--- src/rtl/router_pkg.sv ---
// Shared constants and types for the router packet datapath register stage.
// Header layout: address in [ADDR_MSB:ADDR_LSB], payload length from LEN_LSB up.
package router_pkg;

    localparam int DATA_WIDTH_DEF = 8;

    localparam logic [1:0] ADDR_INVALID = 2'b11;
    localparam int ADDR_LSB = 0;
    localparam int ADDR_MSB = 1;
    localparam int LEN_LSB  = 2;

    typedef enum logic [1:0] {
        DOUT_KEEP,
        DOUT_HEADER,
        DOUT_DATA,
        DOUT_HOLD
    } dout_sel_e;

    function automatic logic addr_valid(input logic [1:0] addr);
        return addr != ADDR_INVALID;
    endfunction

endpackage

--- src/rtl/router_pkt_reg_if.sv ---
// Source-to-FIFO byte bus seen by the router register stage.
// master drives source bytes and the FIFO full flag; slave returns the FIFO write data.
interface router_pkt_reg_if #(
    parameter int DATA_WIDTH = 8
);
    logic                  pkt_valid;
    logic [DATA_WIDTH-1:0] data_in;
    logic                  fifo_full;
    logic [DATA_WIDTH-1:0] dout;

    modport master (
        output pkt_valid,
        output data_in,
        output fifo_full,
        input  dout
    );

    modport slave (
        input  pkt_valid,
        input  data_in,
        input  fifo_full,
        output dout
    );
endinterface

--- src/rtl/router_parity_acc.sv ---
// Running XOR of header and payload bytes, compared against the received parity byte.
module router_parity_acc #(
    parameter int DATA_WIDTH = 8
) (
    input  logic                  clock,
    input  logic                  reset,
    input  logic                  clear,
    input  logic                  enable,
    input  logic [DATA_WIDTH-1:0] data,
    input  logic [DATA_WIDTH-1:0] pkt_parity,
    output logic                  mismatch
);
    logic [DATA_WIDTH-1:0] int_parity;

    always_ff @(posedge clock) begin
        if (reset) begin
            int_parity <= '0;
        end else if (clear) begin
            int_parity <= '0;
        end else if (enable) begin
            int_parity <= int_parity ^ data;
        end
    end

    assign mismatch = (int_parity != pkt_parity);

endmodule

--- src/rtl/router_pkt_reg.sv ---
// Router datapath register stage: header latch, FIFO byte forwarding, full-stall hold and parity check.
// Define ROUTER_ERR_COUNT_EN to build the saturating parity error counter on err_count.
module router_pkt_reg
    import router_pkg::*;
#(
    parameter int DATA_WIDTH = DATA_WIDTH_DEF
) (
    input  logic                  clock,
    input  logic                  reset,
    router_pkt_reg_if.slave       bus,
    input  logic                  detect_add,
    input  logic                  lfd_state,
    input  logic                  ld_state,
    input  logic                  laf_state,
    input  logic                  full_state,
    input  logic                  rst_int_reg,
    output logic                  parity_done,
    output logic                  low_pkt_valid,
    output logic                  err,
    output logic [7:0]            err_count
);
    logic [DATA_WIDTH-1:0] header;
    logic [DATA_WIDTH-1:0] hold;
    logic [DATA_WIDTH-1:0] pkt_parity;
    logic [DATA_WIDTH-1:0] dout_q;
    logic [DATA_WIDTH-1:0] acc_data;
    logic                  active;
    logic                  hdr_cap;
    logic                  ld_go;
    logic                  ld_stall;
    logic                  parity_byte;
    logic                  acc_en;
    logic                  mismatch;
    dout_sel_e             dout_sel;

    // Everything freezes while the FSM sits in FIFO_FULL_STATE.
    assign active      = !full_state;
    assign hdr_cap     = active && detect_add && bus.pkt_valid
                         && addr_valid(bus.data_in[ADDR_MSB:ADDR_LSB]);
    assign ld_go       = active && ld_state && !bus.fifo_full;
    assign ld_stall    = active && ld_state && bus.fifo_full;
    assign parity_byte = active && ld_state && !bus.pkt_valid;
    assign acc_en      = active && (lfd_state || (ld_state && bus.pkt_valid));
    assign acc_data    = lfd_state ? header : bus.data_in;

    always_comb begin
        dout_sel = DOUT_KEEP;
        if (active) begin
            if (lfd_state)      dout_sel = DOUT_HEADER;
            else if (ld_go)     dout_sel = DOUT_DATA;
            else if (laf_state) dout_sel = DOUT_HOLD;
        end
    end

    router_parity_acc #(.DATA_WIDTH(DATA_WIDTH)) u_parity_acc (
        .clock      (clock),
        .reset      (reset),
        .clear      (hdr_cap),
        .enable     (acc_en),
        .data       (acc_data),
        .pkt_parity (pkt_parity),
        .mismatch   (mismatch)
    );

    always_ff @(posedge clock) begin
        if (reset) begin
            dout_q        <= '0;
            header        <= '0;
            hold          <= '0;
            pkt_parity    <= '0;
            parity_done   <= 1'b0;
            low_pkt_valid <= 1'b0;
            err           <= 1'b0;
        end else if (active) begin
            if (hdr_cap) begin
                header      <= bus.data_in;
                parity_done <= 1'b0;
                err         <= 1'b0;
            end

            case (dout_sel)
                DOUT_HEADER: dout_q <= header;
                DOUT_DATA:   dout_q <= bus.data_in;
                DOUT_HOLD:   dout_q <= hold;
                default:     dout_q <= dout_q;
            endcase

            if (ld_stall) hold <= bus.data_in;
            if (parity_byte) pkt_parity <= bus.data_in;

            // Parity byte that was stalled behind a full FIFO completes in LOAD_AFTER_FULL.
            if ((parity_byte && !bus.fifo_full)
                || (laf_state && low_pkt_valid && !parity_done))
                parity_done <= 1'b1;

            if (parity_byte)      low_pkt_valid <= 1'b1;
            else if (rst_int_reg) low_pkt_valid <= 1'b0;

            if (rst_int_reg) err <= mismatch;
        end
    end

    assign bus.dout = dout_q;

`ifdef ROUTER_ERR_COUNT_EN
    logic [7:0] err_cnt_q;

    always_ff @(posedge clock) begin
        if (reset) begin
            err_cnt_q <= 8'h00;
        end else if (active && rst_int_reg && mismatch && err_cnt_q != 8'hFF) begin
            err_cnt_q <= err_cnt_q + 8'h01;
        end
    end

    assign err_count = err_cnt_q;
`else
    assign err_count = 8'h00;
`endif

endmodule

--- src/flat_wrapper.sv ---
// flat-port wrapper written by rule: the top's interface ports become plain ports
module router_pkt_reg_flat import router_pkg::*;
#(
    parameter int DATA_WIDTH = DATA_WIDTH_DEF
)
  (clock, reset, detect_add, lfd_state, ld_state, laf_state, full_state, rst_int_reg, parity_done, low_pkt_valid, err, err_count, bus_pkt_valid, bus_data_in, bus_fifo_full, bus_dout);
  router_pkt_reg_if #(.DATA_WIDTH(DATA_WIDTH)) bus_i ();
  input  logic clock;
  input  logic reset;
  input  logic detect_add;
  input  logic lfd_state;
  input  logic ld_state;
  input  logic laf_state;
  input  logic full_state;
  input  logic rst_int_reg;
  output logic parity_done;
  output logic low_pkt_valid;
  output logic err;
  output logic [7:0] err_count;
  input wire logic [$bits(bus_i.pkt_valid)-1:0] bus_pkt_valid;
  input wire logic [$bits(bus_i.data_in)-1:0] bus_data_in;
  input wire logic [$bits(bus_i.fifo_full)-1:0] bus_fifo_full;
  output wire logic [$bits(bus_i.dout)-1:0] bus_dout;
  assign bus_i.pkt_valid = bus_pkt_valid;
  assign bus_i.data_in = bus_data_in;
  assign bus_i.fifo_full = bus_fifo_full;
  assign bus_dout = bus_i.dout;
  router_pkt_reg #(.DATA_WIDTH(DATA_WIDTH)) u_core (.clock(clock), .reset(reset), .bus(bus_i), .detect_add(detect_add), .lfd_state(lfd_state), .ld_state(ld_state), .laf_state(laf_state), .full_state(full_state), .rst_int_reg(rst_int_reg), .parity_done(parity_done), .low_pkt_valid(low_pkt_valid), .err(err), .err_count(err_count));
endmodule
--- config.mk ---
export PLATFORM = sky130hd
export DESIGN_NAME = router_pkt_reg_flat
export DESIGN_NICKNAME = d
export VERILOG_FILES = /design/src/rtl/router_pkg.sv /design/src/rtl/router_pkt_reg_if.sv /design/src/rtl/router_parity_acc.sv /design/src/rtl/router_pkt_reg.sv /design/src/flat_wrapper.sv
export SDC_FILE = /design/constraint.sdc
export NUM_CORES = 1
export LEC_CHECK = 0
export ABC_AREA = 1
export BUFFER_PORTS_ARGS = -buffer_cell sky130_fd_sc_hd__buf_4
export CAP_MARGIN = 20
export CORE_MARGIN = 2
export CORE_UTILIZATION = 62
export CTS_BUF_LIST = sky130_fd_sc_hd__clkbuf_8
export DETAILED_ROUTE_END_ITERATION = 16
export GPL_TIMING_DRIVEN = 1
export PLACE_DENSITY = 0.95
export REMOVE_ABC_BUFFERS = 1
export SETUP_SLACK_MARGIN = 0.3
export SYNTH_ARGS = -nofsm -noshare
export SYNTH_HDL_FRONTEND = slang
export SYNTH_SLANG_ARGS = --single-unit
--- constraint.sdc ---
create_clock -name clock -period 2.65 [get_ports clock]
set_input_delay 0.1325 -clock clock [delete_from_list [all_inputs] [get_ports clock]]
set_output_delay 0.1325 -clock clock [all_outputs]
set_load 0.05 [all_outputs]
==> results of run 1 <==
cells by family (layout without fill, tap and decap cells):
| kind of cell | count (synthesis) | count (layout) | synth area share (%) |
|---|---|---|---|
| XOR/XNOR | 2 | 2 | 0.7814 |
| AND/OR/NAND/NOR | 144 | 144 | 30.36 |
| AO/OA/AOI/OAI | 70 | 70 | 16.30 |
| buffers and inverters | 65 | 78 | 14.01 |
| flip-flops | 43 | 43 | 38.39 |
| other | 1 | 8 | 0.1673 |
sequential cells by signal (all words and copies together), names as in the netlist:
signal and cells:
u_core.err 1, u_core.header 8, u_core.low_pkt_valid 1, u_core.bus.dout 8, u_core.hold 8, u_core.parity_done 1
u_core.pkt_parity 8, u_core.u_parity_acc.int_parity 8
final timing paths:
path,startpoint,endpoint,slack [ns],cells after the start
worst min register to register,u_core.hold[0]$_SDFFE_PP0P_,u_core.hold[0]$_SDFFE_PP0P_,0.47,2
worst min-delay path,reset,u_core.hold[0]$_SDFFE_PP0P_,0.12,2
worst max-delay path,full_state,u_core.parity_done$_SDFFE_PP0P_,1.49,7
worst max register to register,u_core.u_parity_acc.int_parity[2]$_SDFFE_PP0P_,u_core.err$_SDFFE_PP0P_,1.67,7
cell usage after synthesis, types with 2 or more instances:
master / n
sky130_fd_sc_hd__xnor2_1: 2
sky130_fd_sc_hd__nand3_1: 30
sky130_fd_sc_hd__o21ai_1: 2
sky130_fd_sc_hd__nand2_1: 64
sky130_fd_sc_hd__nor2_2: 2
sky130_fd_sc_hd__clkbuf_1: 4
sky130_fd_sc_hd__buf_4: 10
sky130_fd_sc_hd__nand3_2: 5
sky130_fd_sc_hd__nand3b_1: 2
sky130_fd_sc_hd__nor2_1: 29
sky130_fd_sc_hd__nand2_4: 2
sky130_fd_sc_hd__buf_6: 2
sky130_fd_sc_hd__buf_2: 4
sky130_fd_sc_hd__nand4_1: 7
sky130_fd_sc_hd__inv_2: 2
sky130_fd_sc_hd__dfxtp_1: 43
sky130_fd_sc_hd__inv_1: 41
sky130_fd_sc_hd__o21ai_0: 29
sky130_fd_sc_hd__a21oi_1: 37
through the flow:
step | instance area, um2 | setup slack [ns] | power, mW | hold slack, ns | std cells
finish | 2462 | 1.487 | 1.373 | 0.1189 | 391
detailed placement | 2390 | 1.192 | 1.003 | 0.4247 | 385
CTS | 2462 | 1.507 | 1.370 | 0.1097 | 391
global placement | 2390 | 1.252 | 0.9936 | 0.4215 | 385
global route | 2462 | 1.376 | 1.437 | 0.1228 | 391
floorplan | 2122 | 1.551 | 0.9081 | 0.2016 | 311
where the power goes:
group / internal (mW) / switching (mW) / total, mW
clock network: 0.172 / 0.209 / 0.381
logic: 0.0872 / 0.205 / 0.292
registers: 0.680 / 0.0201 / 0.701
total: 0.939 / 0.434 / 1.37
worst reg2reg max path, delay by kind of cell (launching register included):
kind,cells,cell delay [ns]
DFF,1,0.36
AOI/OAI and AO/OA,1,0.09
and+or+nand+nor,5,0.36
buffers and inverters,1,0.08
placed cells by master, fill, tap and decap left out, drive strengths merged, types with 5 or more instances in the layout:
cell type  synthesis  final
conb               1      8
a21oi             38     38
clkbuf             5      5
nand4              7      7
o21ai             32     32
dfxtp             43     43
nand3             35     35
nand2             68     68
inv               44     45
nor2              32     32
buf               16     28
layout make-up:
| cell class | instances | area (um2) |
|---|---|---|
| tap | 46 | 57.56 |
| timing repair buffer | 28 | 210.2 |
| clock buffer | 5 | 68.82 |
| fill | 290 | 953.4 |
| inverter | 44 | 167.7 |
| multi-input combinational | 224 | 1094 |
| clock inverter | 1 | 3.754 |
| sequential | 43 | 860.8 |
per-layer routing:
metal / track usage, % / vias to the layer above / wire length (um)
li1: - / 1070 / -
met1: 34.15 / 943 / 2164
met2: 45.31 / 89 / 2503
met3: 6.162 / 12 / 403
met4: 10.11 / 0 / 129
met5: 0 / - / 0
==> results.txt, run 1 <==
----------------------------------------------------
[Global routing]
  Number of global-route vias before repair ... 1954
  Antenna violations before repair ... 0
  Total global-route track usage ... 27.13%
  Pin count of the biggest net entering global routing ... 28
  Residual overflow from global routing ... 0
  Wire length of the first global-routing pass ... 8.680 mm

[Floorplan]
  Die W ... 64.14 um
  DIE AREA ... 0.004113 mm2
  Core box area ... 0.003416 mm2
  Number of placement rows ... 21
  Y dimension of the die ... 64.14 um
  Initial Utilization ... 65.64%
  Num ports ... 37

[Min path]
  Path category of the worst min-delay check ... input port to register

[Worst setup path]
  Cell type group with the largest total delay on the critical path ... buffers and inverters
  Critical path, cell by cell ... buf_4 > inv_4 > nand4_1 > inv_2 > nor2_4 > inv_1 > o21ai_1
  Worst path required time ... 2.83 ns
  Critical Path Max Stage Delay ... 0.37 ns
  Crit-path max FO ... 12
  Arrival time at the worst endpoint ... 1.35 ns
  Slowest-stage cell, CP ... sky130_fd_sc_hd__nand4_1
  Path type of the worst setup path ... input port to register
  CP Buf/Inv Count ... 4
  Worst setup EP type ... register
  Crit path launch type ... input port

[Timing]
  Fin Clk Skew ... 0.006302 ns
  Share of the clock period used by the worst path ... 43.89%
  Number of setup violations in the final report ... 0
  Minimum period implied by the final worst setup slack ... 1.163 ns
  Actual transition at the worst max-transition pin ... 0.6643 ns
  Slew headroom ... 55.66%
  Highest attainable clock frequency ... 859.8 MHz
  Count of endpoints failing hold in the final timing report ... 0
  Setup_tns ... 0 ns
  Final max-slew violation count ... 0
  Unrepaired setup endpoints after global routing ... false

[Placement]
  Number of I/O port buffers ... 28
  Global placer's final weighted congestion ... 0.8675
  Detail Placement HPWL ... 3.839 mm

[Synthesis]
  Mean cell area of the mapped netlist ... 6.899 um2
  Top post-synthesis cells by area ... sky130_fd_sc_hd__dfxtp_1 38%, sky130_fd_sc_hd__nand2_1 11%, sky130_fd_sc_hd__a21oi_1 8.3%
  Synthesis Warnings ... 0
  Number of synthesized register bits ... 43
  Synthesized cell area ... 0.002242 mm2
  Synthesized instance count ... 325
  Fraction of registers with async set or reset after synthesis ... 0%
  Synth Flop Type ... sky130_fd_sc_hd__dfxtp_1
  Number of enable-type register cells in the synthesized netlist ... 0
  Cell taking the most area after synthesis ... sky130_fd_sc_hd__dfxtp_1
  Sequential element share of the synthesized area ... 38.39%
  Top cell type's share of synthesized area ... 38.39%
  Count of distinct cell types in the synthesized netlist ... 27

[Power and ir drop]
  Pleak ... 1.077 nW
  Power density relative to cell area ... 557.6 mW/mm2
  Maximum resistive drop on vdd ... 414.0 uV

[Finish]
  Fraction of final layout cells sized beyond drive strength 1 ... 14.49%
  Layout-stage area growth over the synthesis result ... 9.821%
  Utilization after layout ... 72.09%
  Number of diodes added for antenna fixing ... 0
  Nets ... 364

[CTS]
  Number of hold-repair buffers added at the cts stage ... 0
  Clock latency at the later pin of the worst-skew pair ... 0.30 ns
  TritonCTS buffer count ... 5
  Maximum number of buffers from clock root to sink ... 2
  Clock tree from TritonCTS ... yes
  CTS sink count ... 43
  CTS-repair resized insts ... 0
  Post-CTS setup repair buffer count ... 0
  Clock root cell ... sky130_fd_sc_hd__clkbuf_8
  Clock-pin slew of the registers on the worst-case setup and hold paths ... 0.08 ns
  H-tree level count ... 2

[Drt]
  Number of DRC markers in iteration 0 ... 177
  Total wire length after detailed routing ... 5.200 mm
  Drt pass-1 iters ... 5
  Detail-routed via count per cell ... 5.407
  Final routed DRC violation total ... 0
  Routed len/inst ... 13.30 um
  Antenna violation net count after detailed routing ... 0
  Vias after detailed routing ... 2114

[Run]
  Number of maximum-capacitance constraint violations ... 0

[Outcome]
  Result of the run ... completed

----------------------------------------------------
Power figures use the tool's default switching activity.
==> run 2: changes to the inputs <==
CORE_UTILIZATION = 58   (was 62)
PLACE_DENSITY = 0.91   (was 0.95)
clock period = 1.1 ns   (was 2.65 ns; I/O delays follow)
==> results.txt, run 2 (synthesis results as in run 1) <==
----------------------------------------------------
[Outcome]
  Result of the run ... finished, violations left (was completed)
  Violations in the final reports ... negative setup slack

[Power and ir drop]
  Pleak ... 1.241 nW (was 1.077 nW)
  Maximum resistive drop on vdd ... 1094 uV (was 414.0 uV)
  Power density relative to cell area ... 1408 mW/mm2 (was 557.6 mW/mm2)

[Timing]
  Fin Clk Skew ... 0.008130 ns (was 0.006302 ns)
  Count of endpoints failing hold in the final timing report ... 0 (unchanged)
  Unrepaired setup endpoints after global routing ... true (was false)
  Final max-slew violation count ... 0 (unchanged)
  Worst Setup Slack, final ... -0.01120 ns (was 1.487 ns)
  Share of the clock period used by the worst path ... 101.0%
  Highest attainable clock frequency ... 899.9 MHz
  Setup_tns ... -0.01120 ns (was 0 ns)
  Number of setup violations in the final report ... 1 (was 0)
  Minimum period implied by the final worst setup slack ... 1.111 ns
  Min Hold Slack ... 0.04594 ns (was 0.1189 ns)

[Placement]
  Number of I/O port buffers ... 28 (unchanged)
  Global placer's final weighted congestion ... 0.8429 (was 0.8675)
  Detail Placement HPWL ... 3.983 mm (was 3.839 mm)

[Floorplan]
  Num ports ... 37 (unchanged)
  DIE AREA ... 0.004379 mm2 (was 0.004113 mm2)
  Initial Utilization ... 60.79% (was 65.64%)
  Core box area ... 0.003689 mm2 (was 0.003416 mm2)
  Number of placement rows ... 22 (was 21)
  Die W ... 66.18 um (was 64.14 um)
  Y dimension of the die ... 66.18 um (was 64.14 um)

[Global routing]
  Residual overflow from global routing ... 0 (unchanged)
  Total global-route track usage ... 28.54% (was 27.13%)
  Number of global-route vias before repair ... 2112 (was 1954)
  Pin count of the biggest net entering global routing ... 28 (unchanged)
  Antenna violations before repair ... 0 (unchanged)
  Wire length of the first global-routing pass ... 9.328 mm (was 8.680 mm)

[Worst setup path]
  Crit-path max FO ... 3 (was 12)
  Arrival time at the worst endpoint ... 1.31 ns (was 1.35 ns)
  Crit path launch type ... register (was input port)
  Path type of the worst setup path ... register to register (was input port to register)
  Worst path required time ... 1.30 ns (was 2.83 ns)
  Worst setup EP type ... register (unchanged)

[Finish]
  Layout-stage area growth over the synthesis result ... 30.19% (was 9.821%)
  Commonest non-fill, non-tap cell in the layout ... sky130_fd_sc_hd__nand2_1 (unchanged)
  Fraction of final layout cells sized beyond drive strength 1 ... 37.85% (was 14.49%)
  Number of filler instances in the final layout ... 247 (was 290)
  Utilization after layout ... 79.14% (was 72.09%)
  Nets ... 379 (was 364)
  Number of diodes added for antenna fixing ... 0 (unchanged)
  Top library cells by usage in the layout, fill and taps aside ... 48 x sky130_fd_sc_hd__nand2_1, 35 x sky130_fd_sc_hd__a21oi_1, 31 x sky130_fd_sc_hd__inv_1 (was 64 x sky130_fd_sc_hd__nand2_1, 43 x sky130_fd_sc_hd__dfxtp_1, 42 x sky130_fd_sc_hd__inv_1)

[Drt]
  Total wire length after detailed routing ... 6.483 mm (was 5.200 mm)
  Final routed DRC violation total ... 0 (unchanged)
  Detail-routed via count per cell ... 5.790 (was 5.407)
  Number of DRC markers in iteration 0 ... 178 (was 177)
  Drt pass-1 iters ... 5 (unchanged)
  Vias after detailed routing ... 2374 (was 2114)
  Antenna violation net count after detailed routing ... 0 (unchanged)
  Routed len/inst ... 15.81 um (was 13.30 um)

[CTS]
  CTS sink count ... 43 (unchanged)
  H-tree level count ... 2 (unchanged)
  Clock root cell ... sky130_fd_sc_hd__clkbuf_8 (unchanged)
  Clock-pin slew of the registers on the worst-case setup and hold paths ... 0.09 ns (was 0.08 ns)
  Clock tree from TritonCTS ... yes (unchanged)
  Clock latency at the later pin of the worst-skew pair ... 0.31 ns (was 0.30 ns)
  TritonCTS buffer count ... 5 (unchanged)
  Maximum number of buffers from clock root to sink ... 2 (unchanged)

[Min path]
  Path category of the worst min-delay check ... input port to register (unchanged)

[Run]
  Number of maximum-capacitance constraint violations ... 0 (unchanged)

----------------------------------------------------
-- run 2: where the power goes --
group / internal, mW / switching, mW / total [mW]
clock: 0.906 / 0.601 / 1.51
sequential: 1.65 / 0.0665 / 1.72
combinational: 0.314 / 0.570 / 0.884
-- run 2: cell type report --
class	count	area (um2)	share of cell area, %
inverters	44	171.4	5.872
clock buffers	5	68.82	2.357
repair buffers	42	414.1	14.19
well taps	48	60.06	2.057
flip-flops and latches	43	895.9	30.69
multi-input cells	225	1241	42.52
clock inverters	3	67.56	2.315
-- run 2: routing by layer --
metal	global-route usage (%)	part of all wire (%)	vias up
met5	0	0	-
met4	13.78	3.2	0
met3	5.792	7.3	32
met2	48.75	50	134
met1	33.94	39	1099
li1	-	-	1109
-- run 2: per-stage QoR --
step	power (mW)	setup WS [ns]	area [um2]	cells
after floorplan	2.188	0.0009247	2122	311
after global placement	2.425	0.02331	2472	396
after detailed placement	2.449	-0.007973	2472	396
after CTS	3.976	0.1281	2743	406
after global routing	4.231	-0.03324	2919	410
final	4.109	-0.01120	2919	410
-- run 2: repair_timing --
item                                   4_1_cts  5_1_grt
pin swaps                                    7       29
hold buffers                                 1        0
endpoints found under the hold margin        3        0
setup buffers                                1        3
cloned                                       0        1
setup endpoints to repair                   21       40
gates resized for setup                     60       46
-- run 2: path summary, 6_finish.rpt --
check / startpoint / to / slack (ns) / depth (start not counted)
worst min-delay path: reset / u_core.u_parity_acc.int_parity[7]$_SDFFE_PP0P_ / 0.05 / 4
worst min register to register: u_core.hold[7]$_SDFFE_PP0P_ / u_core.hold[7]$_SDFFE_PP0P_ / 0.47 / 2
worst max register to register: u_core.u_parity_acc.int_parity[2]$_SDFFE_PP0P_ / u_core.err$_SDFFE_PP0P_ / -0.01 / 7
worst max-delay path: u_core.u_parity_acc.int_parity[2]$_SDFFE_PP0P_ / u_core.err$_SDFFE_PP0P_ / -0.01 / 7
-- run 2: critical path: stages, from the launching register on --
cell                      delay, ns
sky130_fd_sc_hd__dfxtp_2       0.36
sky130_fd_sc_hd__inv_2         0.04
sky130_fd_sc_hd__nand2_1       0.06
sky130_fd_sc_hd__o21ai_1       0.09
sky130_fd_sc_hd__nor2_1        0.14
sky130_fd_sc_hd__nand3_1       0.11
sky130_fd_sc_hd__nor2_1        0.13
sky130_fd_sc_hd__nor2_1        0.07
